File: config.mk
export PLATFORM = sky130hd
export DESIGN_NAME = ads41_lane_align
export DESIGN_NICKNAME = d
export VERILOG_FILES = /design/src/rtl/ads41_align_pkg.sv /design/src/rtl/ads41_eye_tracker.sv /design/src/rtl/ads41_lane_align.sv
export SDC_FILE = /design/constraint.sdc
export NUM_CORES = 1
export LEC_CHECK = 0
export CELL_PAD_IN_SITES_DETAIL_PLACEMENT = 0
export CELL_PAD_IN_SITES_GLOBAL_PLACEMENT = 1
export CORE_ASPECT_RATIO = 0.8
export CORE_MARGIN = 2
export CORE_UTILIZATION = 28
export CTS_CLUSTER_SIZE = 8
export DETAILED_ROUTE_END_ITERATION = 8
export PLACE_DENSITY = 0.59
export SLEW_MARGIN = 10
export SYNTH_ARGS = -nofsm -noshare
export SYNTH_HDL_FRONTEND = slang
export SYNTH_SLANG_ARGS = --single-unit
File: constraint.sdc
create_clock -name clk -period 10.4 [get_ports clk]
set_clock_uncertainty 0.2 [all_clocks]
set_input_delay 1.04 -clock clk [delete_from_list [all_inputs] [get_ports clk]]
set_output_delay 1.04 -clock clk [all_outputs]
set_load 0.005 [all_outputs]
File: src/rtl/ads41_align_pkg.sv
// Shared types for the ADS41 multi-lane IDELAY alignment block:
// the training FSM state encoding, the tap-width helper and the per-lane
// eye tracker record.
package ads41_align_pkg;

  // Training sequence: IDLE -> SET_TAP -> SETTLE -> DWELL -> ... -> CENTER
  // -> LOAD -> LOAD_SETTLE -> DONE. LOAD_SETTLE is the settle wait after the
  // centre taps are loaded.
  typedef enum logic [2:0] {
    S_IDLE,
    S_SET_TAP,
    S_SETTLE,
    S_DWELL,
    S_CENTER,
    S_LOAD,
    S_LOAD_SETTLE,
    S_DONE
  } state_t;

  function automatic int tap_w(input int ntaps);
    return (ntaps <= 2) ? 1 : $clog2(ntaps);
  endfunction

  // The sweep length is fixed here so that the tracker record widths and
  // the top-level tap counter always agree.
  localparam int NTAPS_DEF = 32;
  localparam int TRK_TAP_W = tap_w(NTAPS_DEF);
  localparam int TRK_LEN_W = TRK_TAP_W + 1;

  // Open run and best run found so far for one lane.
  typedef struct packed {
    logic [TRK_TAP_W-1:0] run_start;
    logic [TRK_LEN_W-1:0] run_len;
    logic [TRK_TAP_W-1:0] best_start;
    logic [TRK_LEN_W-1:0] best_len;
  } trk_t;

endpackage

File: src/rtl/ads41_eye_tracker.sv
// Per-lane open-eye tracker. Accumulates the run of consecutive passing taps,
// keeps the earliest longest run, and on close produces the centre tap and
// the eye-wide-enough flag.
import ads41_align_pkg::*;

module ads41_eye_tracker #(
  parameter int MIN_EYE = 4
) (
  input  logic                 clk,
  input  logic                 rst,
  input  logic                 clear,
  input  logic                 tap_strobe,
  input  logic                 tap_pass,
  input  logic                 close,
  input  logic [TRK_TAP_W-1:0] tap,
  output logic [TRK_TAP_W-1:0] centre,
  output logic                 ok
);

  trk_t                 trk_q;
  logic                 run_wins;
  logic [TRK_TAP_W-1:0] fin_start;
  logic [TRK_LEN_W-1:0] fin_len;

  // Strictly longer runs replace the best, so the earliest longest run wins.
  always_comb begin
    run_wins  = trk_q.run_len > trk_q.best_len;
    fin_start = run_wins ? trk_q.run_start : trk_q.best_start;
    fin_len   = run_wins ? trk_q.run_len   : trk_q.best_len;
  end

  // Run/best bookkeeping per tap, final centre computed on close.
  always_ff @(posedge clk or posedge rst) begin
    if (rst) begin
      trk_q  <= '0;
      centre <= '0;
      ok     <= 1'b0;
    end else if (clear) begin
      trk_q  <= '0;
      centre <= '0;
      ok     <= 1'b0;
    end else if (tap_strobe) begin
      if (tap_pass) begin
        if (trk_q.run_len == '0) trk_q.run_start <= tap;
        trk_q.run_len <= trk_q.run_len + 1'b1;
      end else begin
        if (run_wins) begin
          trk_q.best_start <= trk_q.run_start;
          trk_q.best_len   <= trk_q.run_len;
        end
        trk_q.run_len <= '0;
      end
    end else if (close) begin
      // The run still open at the last tap is closed here; no wrap to tap 0.
      trk_q.best_start <= fin_start;
      trk_q.best_len   <= fin_len;
      trk_q.run_len    <= '0;
      centre           <= (fin_len == '0) ? '0 : fin_start + TRK_TAP_W'(fin_len >> 1);
      ok               <= fin_len >= TRK_LEN_W'(MIN_EYE);
    end
  end

endmodule

File: src/rtl/ads41_lane_align.sv
// ADS41 multi-channel lane alignment: sweeps the shared IDELAY tap while the
// ADC drives its test pattern, finds each lane's eye centre, loads it, then
// forwards registered data/overrange qualified by valid.
// Optional feature macro: ADS41_ALIGN_OVRCNT_EN adds per-lane saturating
// overrange counters (ovr_cnt) counted while trained.
//
// Handshake: start is a single-cycle request honoured only when the block is
// idle or done (busy low); valid rises with the first registered DONE-state
// sample and stays high until the next accepted start or rst.
import ads41_align_pkg::*;

module ads41_lane_align #(
  parameter int               NCH     = 4,
  parameter int               NBITS   = 12,
  parameter int               SETTLE  = 8,
  parameter int               DWELL   = 256,
  parameter int               MIN_EYE = 4,
  parameter logic [NBITS-1:0] PATTERN = 12'hA5C,
  localparam int              NTAPS   = NTAPS_DEF,
  localparam int              TAP_W   = TRK_TAP_W
) (
  input  logic                   clk,
  input  logic                   rst,
  input  logic                   start,
  input  logic [NCH*NBITS-1:0]   d_in,
  input  logic [NCH-1:0]         ovr_in,
  output logic [NCH-1:0]         idelay_load,
  output logic [NCH*TAP_W-1:0]   idelay_val,
  output logic                   busy,
  output logic                   done,
  output logic [NCH-1:0]         lane_ok,
  output logic [NCH*NBITS-1:0]   d_out,
  output logic [NCH-1:0]         ovr_out,
  output logic                   valid
`ifdef ADS41_ALIGN_OVRCNT_EN
 ,output logic [NCH*16-1:0]      ovr_cnt
`endif
);

  localparam int CNT_MAX = (SETTLE > DWELL) ? SETTLE : DWELL;
  localparam int CNT_W   = $clog2(CNT_MAX) + 1;

  state_t             state_q, state_d;
  logic [TAP_W-1:0]   tap_q;
  logic [CNT_W-1:0]   cnt_q;
  logic [NCH-1:0]     pass_q;
  logic [NCH-1:0]     match;
  logic               start_ok;
  logic               tap_strobe;
  logic               close;
  logic               use_centre;
  logic [TAP_W-1:0]   centre [NCH];

  // Next-state logic and single-cycle strobes to the trackers.
  always_comb begin
    state_d    = state_q;
    tap_strobe = 1'b0;
    close      = 1'b0;
    start_ok   = start && ((state_q == S_IDLE) || (state_q == S_DONE));
    case (state_q)
      S_IDLE, S_DONE: if (start) state_d = S_SET_TAP;
      S_SET_TAP:      state_d = S_SETTLE;
      S_SETTLE:       if (cnt_q == CNT_W'(SETTLE - 1)) state_d = S_DWELL;
      S_DWELL: begin
        if (cnt_q == CNT_W'(DWELL - 1)) begin
          tap_strobe = 1'b1;
          state_d    = (tap_q == TAP_W'(NTAPS - 1)) ? S_CENTER : S_SET_TAP;
        end
      end
      S_CENTER: begin
        close   = 1'b1;
        state_d = S_LOAD;
      end
      S_LOAD:        state_d = S_LOAD_SETTLE;
      S_LOAD_SETTLE: if (cnt_q == CNT_W'(SETTLE - 1)) state_d = S_DONE;
      default:       state_d = S_IDLE;
    endcase
  end

  // State register, tap counter, settle/dwell counter, per-tap pass latch.
  always_ff @(posedge clk or posedge rst) begin
    if (rst) begin
      state_q <= S_IDLE;
      tap_q   <= '0;
      cnt_q   <= '0;
      pass_q  <= '0;
    end else begin
      state_q <= state_d;
      if (start_ok) tap_q <= '0;
      else if (tap_strobe && (state_d == S_SET_TAP)) tap_q <= tap_q + 1'b1;
      if (state_d != state_q) cnt_q <= '0;
      else if ((state_q == S_SETTLE) || (state_q == S_DWELL) || (state_q == S_LOAD_SETTLE))
        cnt_q <= cnt_q + 1'b1;
      // A lane passes a tap only if every dwell cycle matched.
      if (state_q == S_DWELL) pass_q <= pass_q & match;
      else                    pass_q <= '1;
    end
  end

  // Pattern compare per lane and the tap/centre values presented to IDELAY.
  always_comb begin
    use_centre  = (state_q == S_LOAD) || (state_q == S_LOAD_SETTLE) || (state_q == S_DONE);
    idelay_load = ((state_q == S_SET_TAP) || (state_q == S_LOAD)) ? '1 : '0;
    busy        = (state_q != S_IDLE) && (state_q != S_DONE);
    done        = (state_q == S_DONE);
    match       = '0;
    idelay_val  = '0;
    for (int c = 0; c < NCH; c++) begin
      match[c] = (d_in[c*NBITS +: NBITS] == PATTERN);
      idelay_val[c*TAP_W +: TAP_W] = use_centre ? centre[c] : tap_q;
    end
  end

  for (genvar c = 0; c < NCH; c++) begin : g_lane
    ads41_eye_tracker #(.MIN_EYE(MIN_EYE)) u_trk (
      .clk        (clk),
      .rst        (rst),
      .clear      (start_ok),
      .tap_strobe (tap_strobe),
      .tap_pass   (pass_q[c] & match[c]),
      .close      (close),
      .tap        (tap_q),
      .centre     (centre[c]),
      .ok         (lane_ok[c])
    );
  end

  // Datapath registers: pass-through only while trained, zero otherwise.
  always_ff @(posedge clk or posedge rst) begin
    if (rst) begin
      d_out   <= '0;
      ovr_out <= '0;
      valid   <= 1'b0;
    end else if ((state_q == S_DONE) && !start) begin
      d_out   <= d_in;
      ovr_out <= ovr_in;
      valid   <= 1'b1;
    end else begin
      d_out   <= '0;
      ovr_out <= '0;
      valid   <= 1'b0;
    end
  end

`ifdef ADS41_ALIGN_OVRCNT_EN
  // Saturating per-lane overrange cycle counters, counted alongside ovr_out.
  always_ff @(posedge clk or posedge rst) begin
    if (rst) begin
      ovr_cnt <= '0;
    end else if (start_ok) begin
      ovr_cnt <= '0;
    end else if (state_q == S_DONE) begin
      for (int c = 0; c < NCH; c++) begin
        if (ovr_in[c] && (ovr_cnt[c*16 +: 16] != 16'hFFFF))
          ovr_cnt[c*16 +: 16] <= ovr_cnt[c*16 +: 16] + 16'd1;
      end
    end
  end
`endif

endmodule

==> results.cfg <==
[layout]
drive_gt1_share_pct = 7.69
nets = 1213
final_common_cell = dfrtp_1
n_antenna_cell = 0
area_delta_synth_final_pct = 23.0
final_cell_mix = 186 x dfrtp_1, 137 x clkdlybuf4s50_1, 101 x nand2_1

[timing]
slew_headroom_pct = 30.1
setup_viol = 0
period_needed_ns = 4.13
tns_ns = 0
finalCritPeriodShare_pct = 39.7
whs_ns = 0.296
slew_viol_final = 0
worst_pin_slew_ns = 1.04
rsz0062_at_grt = no
max_freq_ghz = 0.242
finalHoldViolCount = 0

[clock_tree]
htree_levels = 4
ctsHoldBuffers = 0
clock_latency_ns = 0.44
clock_tree.root_cell = clkbuf_16
cts_setup_buffers = 0
cts.sinks = 186
cts_max_path_buffers = 2
cts-buffers-inserted = 17
cts_resized = 0
path_clk_slew_ns = 0.08
tritoncts = built

[critical_path]
critPathSlowestCell = or2_1
crit_type = flop to output port
cp.required_ns = 9.16
endpoint_kind = output port
worstSetupPathDepth = 5
worst-path-buf-inv = 1
crit_top_cell = nand2_1
slowest_delay_ns = 0.75
arrival_ns = 2.89
worstPathMaxFanout = 24
crit_family = simple AND/OR/NAND/NOR gates
crit_chain = or2_1 > nand2_1 > nand2_1 > nand2_1 > clkdlybuf4s50_1
startpoint_type = flop
reg2reg_depth = 13

[global_routing]
grt_max_degree = 132
grt_pass1_wl_mm = 45.3
antenna_found_initial = 0
grt_usage_pct = 15.4
grt_pass1_vias = 7616
grt_remaining_overflow = 0

[floorplan]
fp.dieH_um = 173
fp.coreArea_sq_um = 34900
die_w_um = 215
start_util_pct = 28.5
dieArea_sq_um = 37100
rows = 61
ios = 138

[placement]
dp.final_hpwl_mm = 19.6
io_buffers = 137
place_congestion = 0.773

[hold_path]
worst_hold_path.num_cells = 2
hold_path_class = flop to flop

[pwr]
p_leak_uw = 0.00557
power_per_cell_area_nw_per_um2 = 144
ir_worst_vdd_mv = 0.111

[logic_synthesis]
synthCells = 1000
syn_area_per_cell_sq_um = 9.96
ys_seq_elements = 186
seq_area_frac_synth_pct = 46.7
synth_edf_count = 0
postSynth.asyncResetShare_pct = 100
ys_types = 60
ys_warn_count = 0
syn-cell-area_sq_um = 9960
synth_top_area_share_pct = 46.7
synth_ff_type = dfrtp_1
syn-num-nets = 1107
yosys.area.top_type = dfrtp_1
ys_top_cells_by_area = dfrtp_1 47%, ha_1 6.5%, and2_1 4.0%

[detailed_routing]
wl_per_cell_um = 17.4
routed-via-count = 7555
ant_nets = 0
avgViaCountPerCell = 4.75
drc = 0
drt_wl_total_mm = 27.7
drt_iter0_drc = 426
drtPass1Iterations = 4

[status]
run_status = finished, final reports clean

[job]
maxCapViolations = 0
## area by class of cell
class	instances	area (sq um)
fillers	3528	22600
multi-input cells	718	4860
flip-flops and latches	186	4650
repair buffers	145	1430
well taps	472	591
clock buffers	17	425
inverters	38	150
clock inverters	15	138
## power breakdown
part	leakage, uW	total, uW	switching (uW)	internal [uW]
registers	0.00255	862	71.0	791
clock network	0.000271	638	321	317
logic	0.00275	269	125	144
total	0.00557	1770	517	1250
## layer usage
layer	global-route usage (%)	vias to the layer above	part of all wire (%)
met4	3.50	0	0.98
met1	22.0	3741	51
met5	0	-	0
li1	-	3728	-
met3	2.60	13	2.0
met2	24.4	73	46
## worst register-to-register path, stage by stage (launching register included)
cell and delay (ns):
dfrtp_1 0.55, ha_1 0.30, and4_1 0.23, o21a_1 0.13
o31ai_2 0.17, buf_4 0.28, mux2_2 0.37, ha_1 0.23
maj3_1 0.38, a311oi_1 0.26, o31a_1 0.19, a211oi_1 0.06
xnor2_1 0.29, o21ai_0 0.12
## kinds of logic after synthesis
family / synth area share [%]
AOI/OAI and AO/OA: 12.7
xor gates and xnor gates: 2.73
adders and majority gates: 7.34
buffers and inverters: 4.46
DFF: 46.7
muxes: 6.35
and+or+nand+nor: 19.7
## synth_stat cells (all sizes together) (5+ instances only)
cell type and n:
dfrtp 186, clkbuf 31, a211oi 7, a21oi 28, nor2 86, xnor2 19, nand4 14, nand3 51
and2 65, mux2 25, and3b 5, o31ai 12, ha 52, nor4 5, and3 6, nor3 13
a22o 44, mux2i 35, o21ai 71, maj3 8, nand2 102, xor2 12, inv 38, buf 27
a311oi 5, or2 8
## worst paths after layout
check	start	end	slack, ns
worst max register to register	g_lane[0].u_trk.trk_q[13]	g_lane[0].u_trk.centre[3]	6.53
worst min register to register	g_lane[1].u_trk.centre[2]	g_lane[1].u_trk.centre[2]	0.30
worst min-delay path	g_lane[1].u_trk.centre[2]	g_lane[1].u_trk.centre[2]	0.30
max in group asynchronous	rst	g_lane[1].u_trk.trk_q[0]	7.61
worst max-delay path	state_q[0]	idelay_val[16]	6.27
min in group asynchronous	rst	d_out[0]	0.97
## metrics by stage
| step | worst slack (ns) | std cells | power (uW) | cell area, sq um | utilization [%] |
|---|---|---|---|---|---|
| floorplan | 4.10 | 1000 | 988 | 9960 | - |
| global placement | 5.92 | 1559 | 1150 | 11700 | 33.5 |
| detailed placement | 5.90 | 1559 | 1150 | 11700 | 33.5 |
| CTS | 6.21 | 1591 | 1800 | 12300 | 35.1 |
| global route | 6.06 | 1591 | 1870 | 12300 | 35.1 |
| finish | 6.27 | 1591 | 1770 | 12300 | 35.1 |
## registers in the layout (all words and copies together) (netlist names)
signal / count
pass_q: 4
ovr_out: 4
g_lane.u_trk.trk_q: 88
cnt_q: 9
g_lane.u_trk.centre: 20
g_lane.u_trk.ok: 4
d_out: 48
state_q: 3
tap_q: 5
valid: 1
No activity file was read; power rests on OpenSTA's default activity.
